<file path="config.mk">
export PLATFORM = sky130hd
export DESIGN_NAME = csa_pipe_addsub
export DESIGN_NICKNAME = d
export VERILOG_FILES = /design/src/rtl/csa_pipe_addsub_pkg.sv /design/src/rtl/csa_pipe_addsub_seg.sv /design/src/rtl/csa_pipe_addsub.sv
export SDC_FILE = /design/constraint.sdc
export NUM_CORES = 1
export LEC_CHECK = 0
export CAP_MARGIN = 5
export CORE_UTILIZATION = 45
export CTS_CLUSTER_DIAMETER = 200
export CTS_CLUSTER_SIZE = 25
export DETAILED_ROUTE_END_ITERATION = 16
export PLACE_DENSITY_LB_ADDON = 0.1
export SLEW_MARGIN = 20
export SYNTH_ARGS = -nofsm -noshare
export SYNTH_HDL_FRONTEND = slang
export SYNTH_HIERARCHICAL = 1
export SYNTH_SLANG_ARGS = --single-unit
</file>
<file path="constraint.sdc">
create_clock -name clk -period 12 [get_ports clk]
set_clock_uncertainty 0.15 [all_clocks]
set_input_delay 1.2 -clock clk [delete_from_list [all_inputs] [get_ports clk]]
set_output_delay 1.2 -clock clk [all_outputs]
set_load 0.01 [all_outputs]
</file>
<file path="src/rtl/csa_pipe_addsub_pkg.sv">
`default_nettype none
// ============================================================================
// Module      : alu_pkg
// Description : Shared types and helpers for the pipelined carry-select
//               adder/subtractor: flag bit positions, packed flag struct
//               and the signed saturation constant generator.
// Ports       : none (package)
// Revision    : 1.0 - initial release
// ============================================================================
package alu_pkg;

    localparam int FLAG_CARRY = 0;
    localparam int FLAG_OVF   = 1;

    // Widest datapath the saturation helper can produce a constant for.
    localparam int SAT_MAX_W = 64;
    localparam logic [SAT_MAX_W-1:0] SAT_ONE = {{(SAT_MAX_W-1){1'b0}}, 1'b1};

    // Bit 1 = signed overflow, bit 0 = carry out (carry = 1 means no borrow).
    typedef struct packed {
        logic ovf;
        logic carry;
    } alu_flags_t;

    // Saturation value for a width-bit signed result: most negative value when
    // the sign operand is negative, most positive value otherwise. Callers
    // truncate the result to their own width.
    function automatic logic [SAT_MAX_W-1:0] sat_value(input logic sign, input int width);
        logic [SAT_MAX_W-1:0] msb_only;
        msb_only = SAT_ONE << (width - 1);
        return sign ? msb_only : (msb_only - SAT_ONE);
    endfunction

endpackage
`default_nettype wire

</file>
<file path="src/rtl/csa_pipe_addsub_seg.sv">
`default_nettype none
// ============================================================================
// Module      : csa_seg
// Description : Combinational carry-select segment. Every BLK-bit block
//               computes its sum for carry-in 0 and 1; the carry rippling
//               in from the previous block picks one result.
// Ports       : a, b      segment operand bits (b already inverted for sub)
//               cin       carry into the segment LSB
//               sum       segment sum bits
//               cout      carry out of the segment MSB
//               c_msb_in  carry into the segment MSB (overflow detection)
// Revision    : 1.0 - initial release
// ============================================================================
module csa_seg #(
    parameter int SEG_W = 16,
    parameter int BLK   = 4
) (
    input  logic [SEG_W-1:0] a,
    input  logic [SEG_W-1:0] b,
    input  logic             cin,
    output logic [SEG_W-1:0] sum,
    output logic             cout,
    output logic             c_msb_in
);

    localparam int NBLK = SEG_W / BLK;
    localparam logic [BLK:0] BLK_ONE = {{BLK{1'b0}}, 1'b1};

    logic [NBLK:0] carry;

    assign carry[0] = cin;

    for (genvar j = 0; j < NBLK; j++) begin : g_blk
        logic [BLK:0] sum_c0;
        logic [BLK:0] sum_c1;

        assign sum_c0 = {1'b0, a[j*BLK +: BLK]} + {1'b0, b[j*BLK +: BLK]};
        assign sum_c1 = {1'b0, a[j*BLK +: BLK]} + {1'b0, b[j*BLK +: BLK]} + BLK_ONE;

        assign sum[j*BLK +: BLK] = carry[j] ? sum_c1[BLK-1:0] : sum_c0[BLK-1:0];
        assign carry[j+1]        = carry[j] ? sum_c1[BLK]     : sum_c0[BLK];
    end

    assign cout = carry[NBLK];
    // The carry entering a bit position equals a ^ b ^ sum at that position.
    assign c_msb_in = a[SEG_W-1] ^ b[SEG_W-1] ^ sum[SEG_W-1];

endmodule
`default_nettype wire

</file>
<file path="src/rtl/csa_pipe_addsub.sv">
`default_nettype none
// ============================================================================
// Module      : csa_pipe_addsub
// Description : Pipelined carry-select adder/subtractor. The WIDTH-bit
//               operation is cut into STAGES segments; each segment adds its
//               slice and registers the carry, the finished low sum bits and
//               the still-unprocessed high operand bits. One op in / one op
//               out per cycle, global stall on output backpressure.
//               Optional signed saturation: define CSA_SAT_EN.
// Ports       : clk, rst_n                 clock, async active-low reset
//               in_valid/in_ready          operand handshake
//               in_a, in_b, in_cin, in_sub operands and operation select
//               out_valid/out_ready        result handshake
//               out_sum, out_flags         result and {overflow, carry}
// Revision    : 1.0 - initial release
// ============================================================================
module csa_pipe_addsub
    import alu_pkg::*;
#(
    parameter int WIDTH  = 32,
    parameter int BLK    = 4,
    parameter int STAGES = 2
) (
    input  logic             clk,
    input  logic             rst_n,
    input  logic             in_valid,
    output logic             in_ready,
    input  logic [WIDTH-1:0] in_a,
    input  logic [WIDTH-1:0] in_b,
    input  logic             in_cin,
    input  logic             in_sub,
    output logic             out_valid,
    input  logic             out_ready,
    output logic [WIDTH-1:0] out_sum,
    output logic [1:0]       out_flags
);

    localparam int SEG = WIDTH / STAGES;

    if ((WIDTH % (STAGES * BLK)) != 0) begin : g_cfg_err_div
        $error("csa_pipe_addsub: WIDTH must be a multiple of STAGES*BLK");
    end
    if ((STAGES < 1) || (STAGES > (WIDTH / BLK))) begin : g_cfg_err_stages
        $error("csa_pipe_addsub: STAGES must be within 1..WIDTH/BLK");
    end
`ifdef CSA_SAT_EN
    if (WIDTH > SAT_MAX_W) begin : g_cfg_err_sat
        $error("csa_pipe_addsub: saturation supports WIDTH up to SAT_MAX_W");
    end
`endif

    logic             out_valid_q, out_valid_d;
    logic [WIDTH-1:0] out_sum_q, out_sum_d;
    alu_flags_t       flags_q, flags_d;
    logic             advance;

    // Results leaving the last segment, before the output register.
    logic             last_v;
    logic [WIDTH-1:0] last_sum;
    logic             last_carry;
    logic             last_ovf;
`ifdef CSA_SAT_EN
    logic             last_sign;
`endif

    // Whole pipeline moves in lockstep; a stalled output freezes every stage.
    assign advance  = !out_valid_q || out_ready;
    assign in_ready = advance;

    for (genvar k = 0; k < STAGES; k++) begin : g_stage
        localparam int LO = k * SEG;
        localparam int HI = LO + SEG;

        logic [WIDTH-1:LO] src_a;
        logic [WIDTH-1:LO] src_b;
        logic              src_c;
        logic              src_v;
        logic [HI-1:0]     acc;
        logic [SEG-1:0]    seg_sum;
        logic              seg_cout;
        logic              seg_cmsb;

        csa_seg #(
            .SEG_W (SEG),
            .BLK   (BLK)
        ) u_seg (
            .a        (src_a[HI-1:LO]),
            .b        (src_b[HI-1:LO]),
            .cin      (src_c),
            .sum      (seg_sum),
            .cout     (seg_cout),
            .c_msb_in (seg_cmsb)
        );

        if (k == 0) begin : g_src
            // Subtraction is A + ~B + 1, so the carry-in is forced high.
            assign src_a = in_a;
            assign src_b = in_sub ? ~in_b : in_b;
            assign src_c = in_sub | in_cin;
            assign src_v = in_valid;
            assign acc   = seg_sum;
        end else begin : g_src
            assign src_a = g_stage[k-1].g_reg.a_q;
            assign src_b = g_stage[k-1].g_reg.b_q;
            assign src_c = g_stage[k-1].g_reg.carry_q;
            assign src_v = g_stage[k-1].g_reg.valid_q;
            assign acc   = {seg_sum, g_stage[k-1].g_reg.sum_q};
        end

        if (k < STAGES - 1) begin : g_reg
            logic [WIDTH-1:HI] a_q, a_d;
            logic [WIDTH-1:HI] b_q, b_d;
            logic [HI-1:0]     sum_q, sum_d;
            logic              carry_q, carry_d;
            logic              valid_q, valid_d;
            logic              cmsb_unused;

            // Only the top segment needs the MSB carry-in.
            assign cmsb_unused = seg_cmsb;

            always_comb begin
                a_d     = a_q;
                b_d     = b_q;
                sum_d   = sum_q;
                carry_d = carry_q;
                valid_d = valid_q;
                if (advance) begin
                    a_d     = src_a[WIDTH-1:HI];
                    b_d     = src_b[WIDTH-1:HI];
                    sum_d   = acc;
                    carry_d = seg_cout;
                    valid_d = src_v;
                end
            end

            always_ff @(posedge clk or negedge rst_n) begin
                if (!rst_n) begin
                    a_q     <= '0;
                    b_q     <= '0;
                    sum_q   <= '0;
                    carry_q <= 1'b0;
                    valid_q <= 1'b0;
                end else begin
                    a_q     <= a_d;
                    b_q     <= b_d;
                    sum_q   <= sum_d;
                    carry_q <= carry_d;
                    valid_q <= valid_d;
                end
            end
        end else begin : g_last
            assign last_v     = src_v;
            assign last_sum   = acc;
            assign last_carry = seg_cout;
            assign last_ovf   = seg_cout ^ seg_cmsb;
`ifdef CSA_SAT_EN
            assign last_sign  = src_a[WIDTH-1];
`endif
        end
    end

    always_comb begin
        out_valid_d = out_valid_q;
        out_sum_d   = out_sum_q;
        flags_d     = flags_q;
        if (advance) begin
            out_valid_d   = last_v;
            flags_d.ovf   = last_ovf;
            flags_d.carry = last_carry;
`ifdef CSA_SAT_EN
            // Flags keep the raw result; only the sum is clamped.
            out_sum_d     = last_ovf ? WIDTH'(sat_value(last_sign, WIDTH)) : last_sum;
`else
            out_sum_d     = last_sum;
`endif
        end
    end

    always_ff @(posedge clk or negedge rst_n) begin
        if (!rst_n) begin
            out_valid_q <= 1'b0;
            out_sum_q   <= '0;
            flags_q     <= '0;
        end else begin
            out_valid_q <= out_valid_d;
            out_sum_q   <= out_sum_d;
            flags_q     <= flags_d;
        end
    end

    assign out_valid = out_valid_q;
    assign out_sum   = out_sum_q;
    assign out_flags = flags_q;

endmodule
`default_nettype wire

</file>
==> impl_metrics.env <==
export IMPL_status="finished clean"
export IMPL_drv_slew=0
export IMPL_root_buffer="clkbuf_16"
export IMPL_overflow=0
export IMPL_cp_max_fo=33
export IMPL_rows=40
export IMPL_finalWorstSetupSlack_ps=6600
export IMPL_tns_ps=0
export IMPL_leakagePower_nw=3.15
export IMPL_via_per_inst=4.96
export IMPL_dp_hpwl_um=7570
export IMPL_final_design_area_no_fill_sq_mm=0.00709
export IMPL_p_per_area_mw_per_mm2=187
export IMPL_worst_slew_pin_slew_ps=954
export IMPL_post_cts_resize_count=0
export IMPL_grt_pass1_wl_um=17500
export IMPL_place_inst=714
export IMPL_ant_nets=0
export IMPL_place_ws_ps=6210
export IMPL_ys_warn_count=6
export IMPL_dieArea_sq_mm=0.0130
export IMPL_avgRoutedWirePerCell_um=14.3
export IMPL_min_path_type="register to register"
export IMPL_cts_tree="yes"
export IMPL_fmax_mhz=185
export IMPL_first_pass_iters=4
export IMPL_avgSynthCellArea_sq_um=12.4
export IMPL_grt_use_met3_pct=2.70
export IMPL_setup_violations=0
export IMPL_maxCapViolations=0
export IMPL_syn2layout_area_growth_pct=25.5
export IMPL_multiInputGateArea_sq_mm=0.00333
export IMPL_drive_above_1_share_pct=20.3
export IMPL_instances_no_fill=729
export IMPL_crit_required_ps=12070
export IMPL_finalCriticalPeriod_ps=5400
export IMPL_grt_pass1_vias=3701
export IMPL_cts_sinks=85
export IMPL_synthCells=454
export IMPL_cts_hold_buf=0
export IMPL_die_w_um=114
export IMPL_regArea_sq_mm=0.00213
export IMPL_port_buffers=105
export IMPL_numCtsBuffers=9
export IMPL_n_antenna_cell=0
export IMPL_rsz0062_at_grt="no"
export IMPL_nFillCells=1045
export IMPL_antenna_found_initial=0
export IMPL_path_clk_slew_ps=60
export IMPL_grt_max_degree=86
export IMPL_start_util_pct=46.7
export IMPL_worstPathArrival_ps=5480
export IMPL_die_h_um=114
export IMPL_drtIter0Drc=128
export IMPL_core_sq_mm=0.0121
export IMPL_placed_area_sq_mm=0.00676
export IMPL_slew_headroom_pct=36.4
export IMPL_ir_drop_uv=70.1
export IMPL_synth_net_count=572
export IMPL_place_congestion=0.803
export IMPL_cp_start_kind="input port"
export IMPL_h_tree_depth=3
export IMPL_synthesis_area_sq_mm=0.00565
export IMPL_drcViolationCount=0
export IMPL_busiest_layer="met2"
export IMPL_wirelength_um=10400
export IMPL_hold_viol=0
export IMPL_min_period_over_period_pct=45.0
export IMPL_cts_buffer_depth=2
export IMPL_grt_met1_usage_pct=22.5
export IMPL_num_vias=3619
export IMPL_postCtsSetupRepairBufs=0
export IMPL_gr_usage_all_layers_pct=17.0
export IMPL_ios=106
export IMPL_worstSetupPathType="input port to register"
export IMPL_cp_end_kind="register"
export IMPL_grtUsageMet2_pct=27.7
export IMPL_clk_latency_ps=330
export IMPL_finish_net_count=675
-- worst max-delay path, stage by stage --
cell and delay [ps]:
buf_2 710, xor2_1 160, ha_1 250, fa_1 480
ha_1 210, nand2_1 170, a2111oi_0 90, or4b_1 560
a211oi_4 380, mux2i_2 410, xnor2_1 220, mux2_1 350
mux2_4 250
-- registers in the layout, indices dropped and copies added (netlist names) --
register and cells:
g_stage.g_reg.a_q 16, g_stage.g_reg.b_q 16, g_stage.g_reg.carry_q 1, g_stage.g_reg.sum_q 16, g_stage.g_reg.valid_q 1, out_flags 2, out_sum 32, out_valid 1
-- placed cells by master (no fill, tap or decap), drive strengths merged, types with 3 or more instances in the layout --
master	count
a2111oi	4
a21o	16
a21oi	20
a31oi	4
buf	3
clkbuf	10
clkdlybuf4s50	103
dfrtp	85
fa	8
ha	40
inv	13
mux2	92
mux2i	6
nand2	20
nand2b	8
nand4	8
nor2	10
nor3	4
o21ai	6
xnor2	24
xor2	54
-- cell type report --
| cell class | count | share of cell area, % |
|---|---|---|
| flip-flops and latches | 85 | 30.0 |
| clock inverters | 5 | 1.18 |
| well taps | 168 | 2.97 |
| clock buffers | 10 | 3.37 |
| multi-input cells | 343 | 47.0 |
| repair buffers | 106 | 14.9 |
| inverters | 12 | 0.635 |
-- final timing paths --
| path | startpoint | end | slack (ps) | depth (start not counted) |
|---|---|---|---|---|
| hold reg to reg | g_stage[0].g_reg.valid_q$_DFFE_PN0P_ | out_valid$_DFFE_PN0P_ | 310 | 1 |
| setup reg to reg | g_stage[0].g_reg.b_q[16]$_DFFE_PN0P_ | out_flags[1]$_DFFE_PN0P_ | 7840 | 12 |
| setup / recovery | in_sub | g_stage[0].g_reg.sum_q[13]$_DFFE_PN0P_ | 6600 | 13 |
| min in group asynchronous | rst_n | out_sum[28]$_DFFE_PN0P_ | 780 | 1 |
| max in group asynchronous | rst_n | g_stage[0].g_reg.a_q[16]$_DFFE_PN0P_ | 10410 | 1 |
| hold / removal | g_stage[0].g_reg.valid_q$_DFFE_PN0P_ | out_valid$_DFFE_PN0P_ | 310 | 1 |
-- per-layer routing --
metal	wire (um)	part of all wire [%]
met1	4970	48
met2	4890	47
met3	369	3.5
met5	0	0
met4	200	1.9
-- per-stage QoR --
| step | total power, mW | utilization, % | hold slack [ps] |
|---|---|---|---|
| floorplan | 0.826 | - | 280 |
| global placement | 1.02 | 55.8 | 296 |
| detailed placement | 1.04 | 55.8 | 297 |
| CTS | 1.35 | 58.5 | 311 |
| global route | 1.42 | 58.5 | 343 |
| finish | 1.33 | 58.5 | 309 |
-- report_power, final --
group | switching [mW] | total [mW] | internal [mW]
logic | 0.243 | 0.584 | 0.341
registers | 0.0592 | 0.446 | 0.387
clock network | 0.111 | 0.298 | 0.187
total | 0.413 | 1.33 | 0.915
No activity file was read; power rests on OpenSTA's default activity.
==> edit 1 (config.mk and constraints unchanged) <==
The option `CSA_SAT_EN` is turned on by a define.
--- a/src/rtl/csa_pipe_addsub.sv
+++ b/src/rtl/csa_pipe_addsub.sv
@@ -14,6 +14,8 @@
 //               out_sum, out_flags         result and {overflow, carry}
 // Revision    : 1.0 - initial release
 // ============================================================================
+`define CSA_SAT_EN
+
 module csa_pipe_addsub
     import alu_pkg::*;
 #(
Function: changed (a bounded check fails within 4 cycles, from zero or initial values and one cycle with rst_n low).
==> edit 1 against the original RTL <==
Synthesized area decreased by 1.4%. Largest power group unchanged. Critical endpoint is now out_sum[2]. Count of clock-buffer cells in the layout increased by 2. Non-clock buffer count increased by 1. Sequential cell count unchanged. Power increased by 0.87%. Worst setup slack improved by 510 ps. Wire length increased by 4.2%. Sequential power increased by 3%. Synthesized cell count increased by 8.6%. Die area decreased by 1.4%. Critical path type is now register to register. Global-route usage increased by 1.1 points. Cell area decreased by 2.0%.
==> edit 1: results (changes against the original RTL) <==
Route
  • Iteration-0 DRC Markers: 221 (was 128)
  • Post-detailed-route via-to-cell ratio: 5.20 (was 4.96)
  • Routed WL: 10.9 mm (was 10.4 mm)

Global routing
  • Met2 usage in global routing: 29.9% (was 27.7%)
  • Pin count of the biggest net entering global routing: 86 (unchanged)
  • GR Util met1: 23.9% (was 22.5%)
  • First-pass GRT wire length: 18.3 mm (was 17.5 mm)
  • GR Util All Layers: 18.1% (was 17.0%)
  • Vias in the first global route: 3,863 (was 3,701)

Clocking
  • CTS resizes: 0 (unchanged)

Critical path
  • Critical path fanouts, max: 32 (was 33)
  • Reg-to-reg slack, setup: 7100 ps (was 7840 ps)
  • CP arrival: 4980 ps (was 5480 ps)
  • Launching point of the worst reg2reg path: g_stage[0].g_reg.a_q[16] (was g_stage[0].g_reg.b_q[16])
  • Reg-to-Reg End: out_sum[2] (was out_flags[1])
  • Reg2Reg Depth: 13 (was 12)

Timing
  • Worst Tran Pin Value: 783 ps (was 954 ps)
  • Final hold slack: 302 ps (was 309 ps)

Final layout
  • Share of post-route cells with drive strength above 1: 10.2% (was 20.3%)
  • Layout fillers: 1,044 (was 1,045)
  • Nets: 703 (was 675)

Placement
  • Placement Cell Area: 6660 um2 (was 6760 um2)
  • GPL Wtd Cong: 0.838 (was 0.803)
  • Count of buffers from port buffering: 105 (unchanged)
  • Detailed Place HPWL: 7.95 mm (was 7.57 mm)

Pwr
  • Max VDD drop: 0.0000747 V (was 0.0000701 V)

Synth
  • Syn_nets: 611 (was 572)

Run status
  • Outcome: complete, no violations (unchanged)
edit 1: worst max-delay path by stage:
stage                             startpoint                          to  slack (ps)  depth (start not counted)
floorplan                             in_sub  g_stage[0].g_reg.sum_q[13]        7340                         15
global placement    g_stage[0].g_reg.a_q[16]                  out_sum[1]        6890                         13
detailed placement  g_stage[0].g_reg.a_q[16]                 out_sum[31]        6660                         13
CTS                 g_stage[0].g_reg.a_q[16]                 out_sum[31]        6640                         13
global route        g_stage[0].g_reg.a_q[16]                 out_sum[19]        6830                         13
finish              g_stage[0].g_reg.a_q[16]                  out_sum[2]        7100                         13
edit 1: per-layer routing:
layer | vias up | part of all wire, %
met5 | - | 0
met4 | 0 | 1.3
met3 | 10 | 3.4
met2 | 73 | 48
met1 | 1874 | 47
li1 | 1987 | -
edit 1: final cells by class:
type                       count  area (um2)  area share, %
multi-input combinational    367        3210           46.2
timing repair buffer         107        1060           15.3
clock inverter                 4        33.8          0.486
inverter                      15        56.3          0.810
sequential                    85        2130           30.6
tap                          168         210           3.03
clock buffer                  12         246           3.55
edit 1: per-stage QoR:
stage               cells  worst slack, ps
finish                758             7100
CTS                   758             6640
global route          758             6830
detailed placement    742             6660
floorplan             493             7340
global placement      742             6890
edit 1: worst max-delay path, stage by stage (launching register included):
cell,delay (ps)
dfrtp_1,380
ha_1,230
fa_1,480
ha_1,210
nand2_1,150
a2111oi_0,90
or4b_1,560
a211oi_4,390
mux2i_2,400
mux2_1,380
xnor2_1,230
xor2_1,230
nand3_2,560
o221a_2,340
edit 1: power breakdown:
part / total (mW) / internal [mW] / switching, mW
sequential: 0.458 / 0.389 / 0.0689
combinational: 0.625 / 0.340 / 0.284
clock: 0.258 / 0.147 / 0.111
==> edit 2 (same flow settings) <==
Made on the original files. Put one more register stage on the output `out_flags`, with the module's reset. The value now appears one clock later. The other outputs are not delayed to match.
--- a/src/rtl/csa_pipe_addsub.sv
+++ b/src/rtl/csa_pipe_addsub.sv
@@ -190,7 +190,13 @@
 
     assign out_valid = out_valid_q;
     assign out_sum   = out_sum_q;
-    assign out_flags = flags_q;
+    always_ff @(posedge clk or negedge rst_n) begin
+        if (!rst_n) begin
+            out_flags <= '0;
+        end else begin
+            out_flags <= flags_q;
+        end
+    end
 
 endmodule
 `default_nettype wire
Function: changed (Yosys sat finds a counterexample within 4 cycles, from zero or initial values and one cycle with rst_n low).
==> edit 2 against the original RTL <==
Highest routed layer unchanged. Worst setup slack got worse by 70 ps. Cell area is 0.81% higher. Power rose by 1.4%. Sequential cell count increased by 2. Global-route usage rose by 0.23 points. Synthesized area rose by 0.89%. Wire length rose by 0.35%.
==> edit 2: results (changes against the original RTL) <==
Timing
  • Worst relative slew slack: 33.6% (was 36.4%)

Placement
  • Placement Cell Area: 6810 um2 (was 6760 um2)
  • GPL Wtd Cong: 0.836 (was 0.803)
  • Placed cell count: 716 (was 714)
  • Dpl ws: 6140 ps (was 6210 ps)
  • Detailed Place HPWL: 7.63 mm (was 7.57 mm)
  • Count of buffers from port buffering: 105 (unchanged)

Global routing
  • Vias in the first global route: 3,744 (was 3,701)
  • GR Util All Layers: 17.3% (was 17.0%)
  • First-pass GRT wire length: 17.8 mm (was 17.5 mm)
  • Pin count of the biggest net entering global routing: 88 (was 86)

Final layout
  • Nets: 677 (was 675)
  • Share of post-route cells with drive strength above 1: 20.2% (was 20.3%)
  • Layout fillers: 1,020 (was 1,045)

Clocking
  • CTS clock-pin slew for the worst setup and hold paths: 60 ps (about the same)

Pwr
  • Max VDD drop: 0.0000729 V (was 0.0000701 V)
  • P_leak: 3.19 nW (was 3.15 nW)
  • Power Dens Cells: 189 nW/um2 (was 187 nW/um2)

Route
  • Post-detailed-route via-to-cell ratio: 5.06 (was 4.96)
  • Iteration-0 DRC Markers: 123 (was 128)
  • Routed WL: 10.5 mm (was 10.4 mm)
  • Routed len/inst: 14.3 um (about the same)

Synth
  • Mean Syn Cell Area: 12.5 um2 (was 12.4 um2)
  • Syn_nets: 574 (was 572)

Critical path
  • CP peak stage delay: 740 ps (was 710 ps)

Run status
  • Outcome: complete, no violations (unchanged)

Min path
  • Hold WC Path Type: register to register (unchanged)
[edit 2: worst paths after layout]
kind	startpoint	to	slack (ps)	cells past startpoint
max	in_sub	g_stage[0].g_reg.sum_q[13]	6530	13
min	flags_q[1]	out_flags[1]	220	0
max reg2reg	g_stage[0].g_reg.a_q[16]	flags_q[1]	7740	12
min reg2reg	flags_q[1]	out_flags[1]	220	0
max in group asynchronous	rst_n	g_stage[0].g_reg.a_q[27]	10370	1
min in group asynchronous	rst_n	out_sum[29]	730	1
[edit 2: per-layer routing]
metal / vias up / track usage [%] / routed length, um
li1: 1827 / - / -
met1: 1778 / 23.3 / 5040
met2: 85 / 28.2 / 4940
met3: 10 / 1.96 / 330
met4: 0 / 7.01 / 151
met5: - / 0 / 0
[edit 2: report_power, final]
group	total, mW	internal [mW]	switching [mW]	leakage (nW)
logic	0.587	0.341	0.246	2.01
clock network	0.303	0.194	0.109	0.162
registers	0.458	0.397	0.0612	1.02
total	1.35	0.931	0.416	3.19
[edit 2: cell type report]
type / instances / area share (%)
Multi-Input combinational cell: 343 / 46.6
Sequential cell: 87 / 30.5
Timing Repair Buffer: 106 / 14.8
Clock buffer: 11 / 3.54
Tap cell: 168 / 2.94
Clock inverter: 4 / 1.09
Inverter: 12 / 0.630
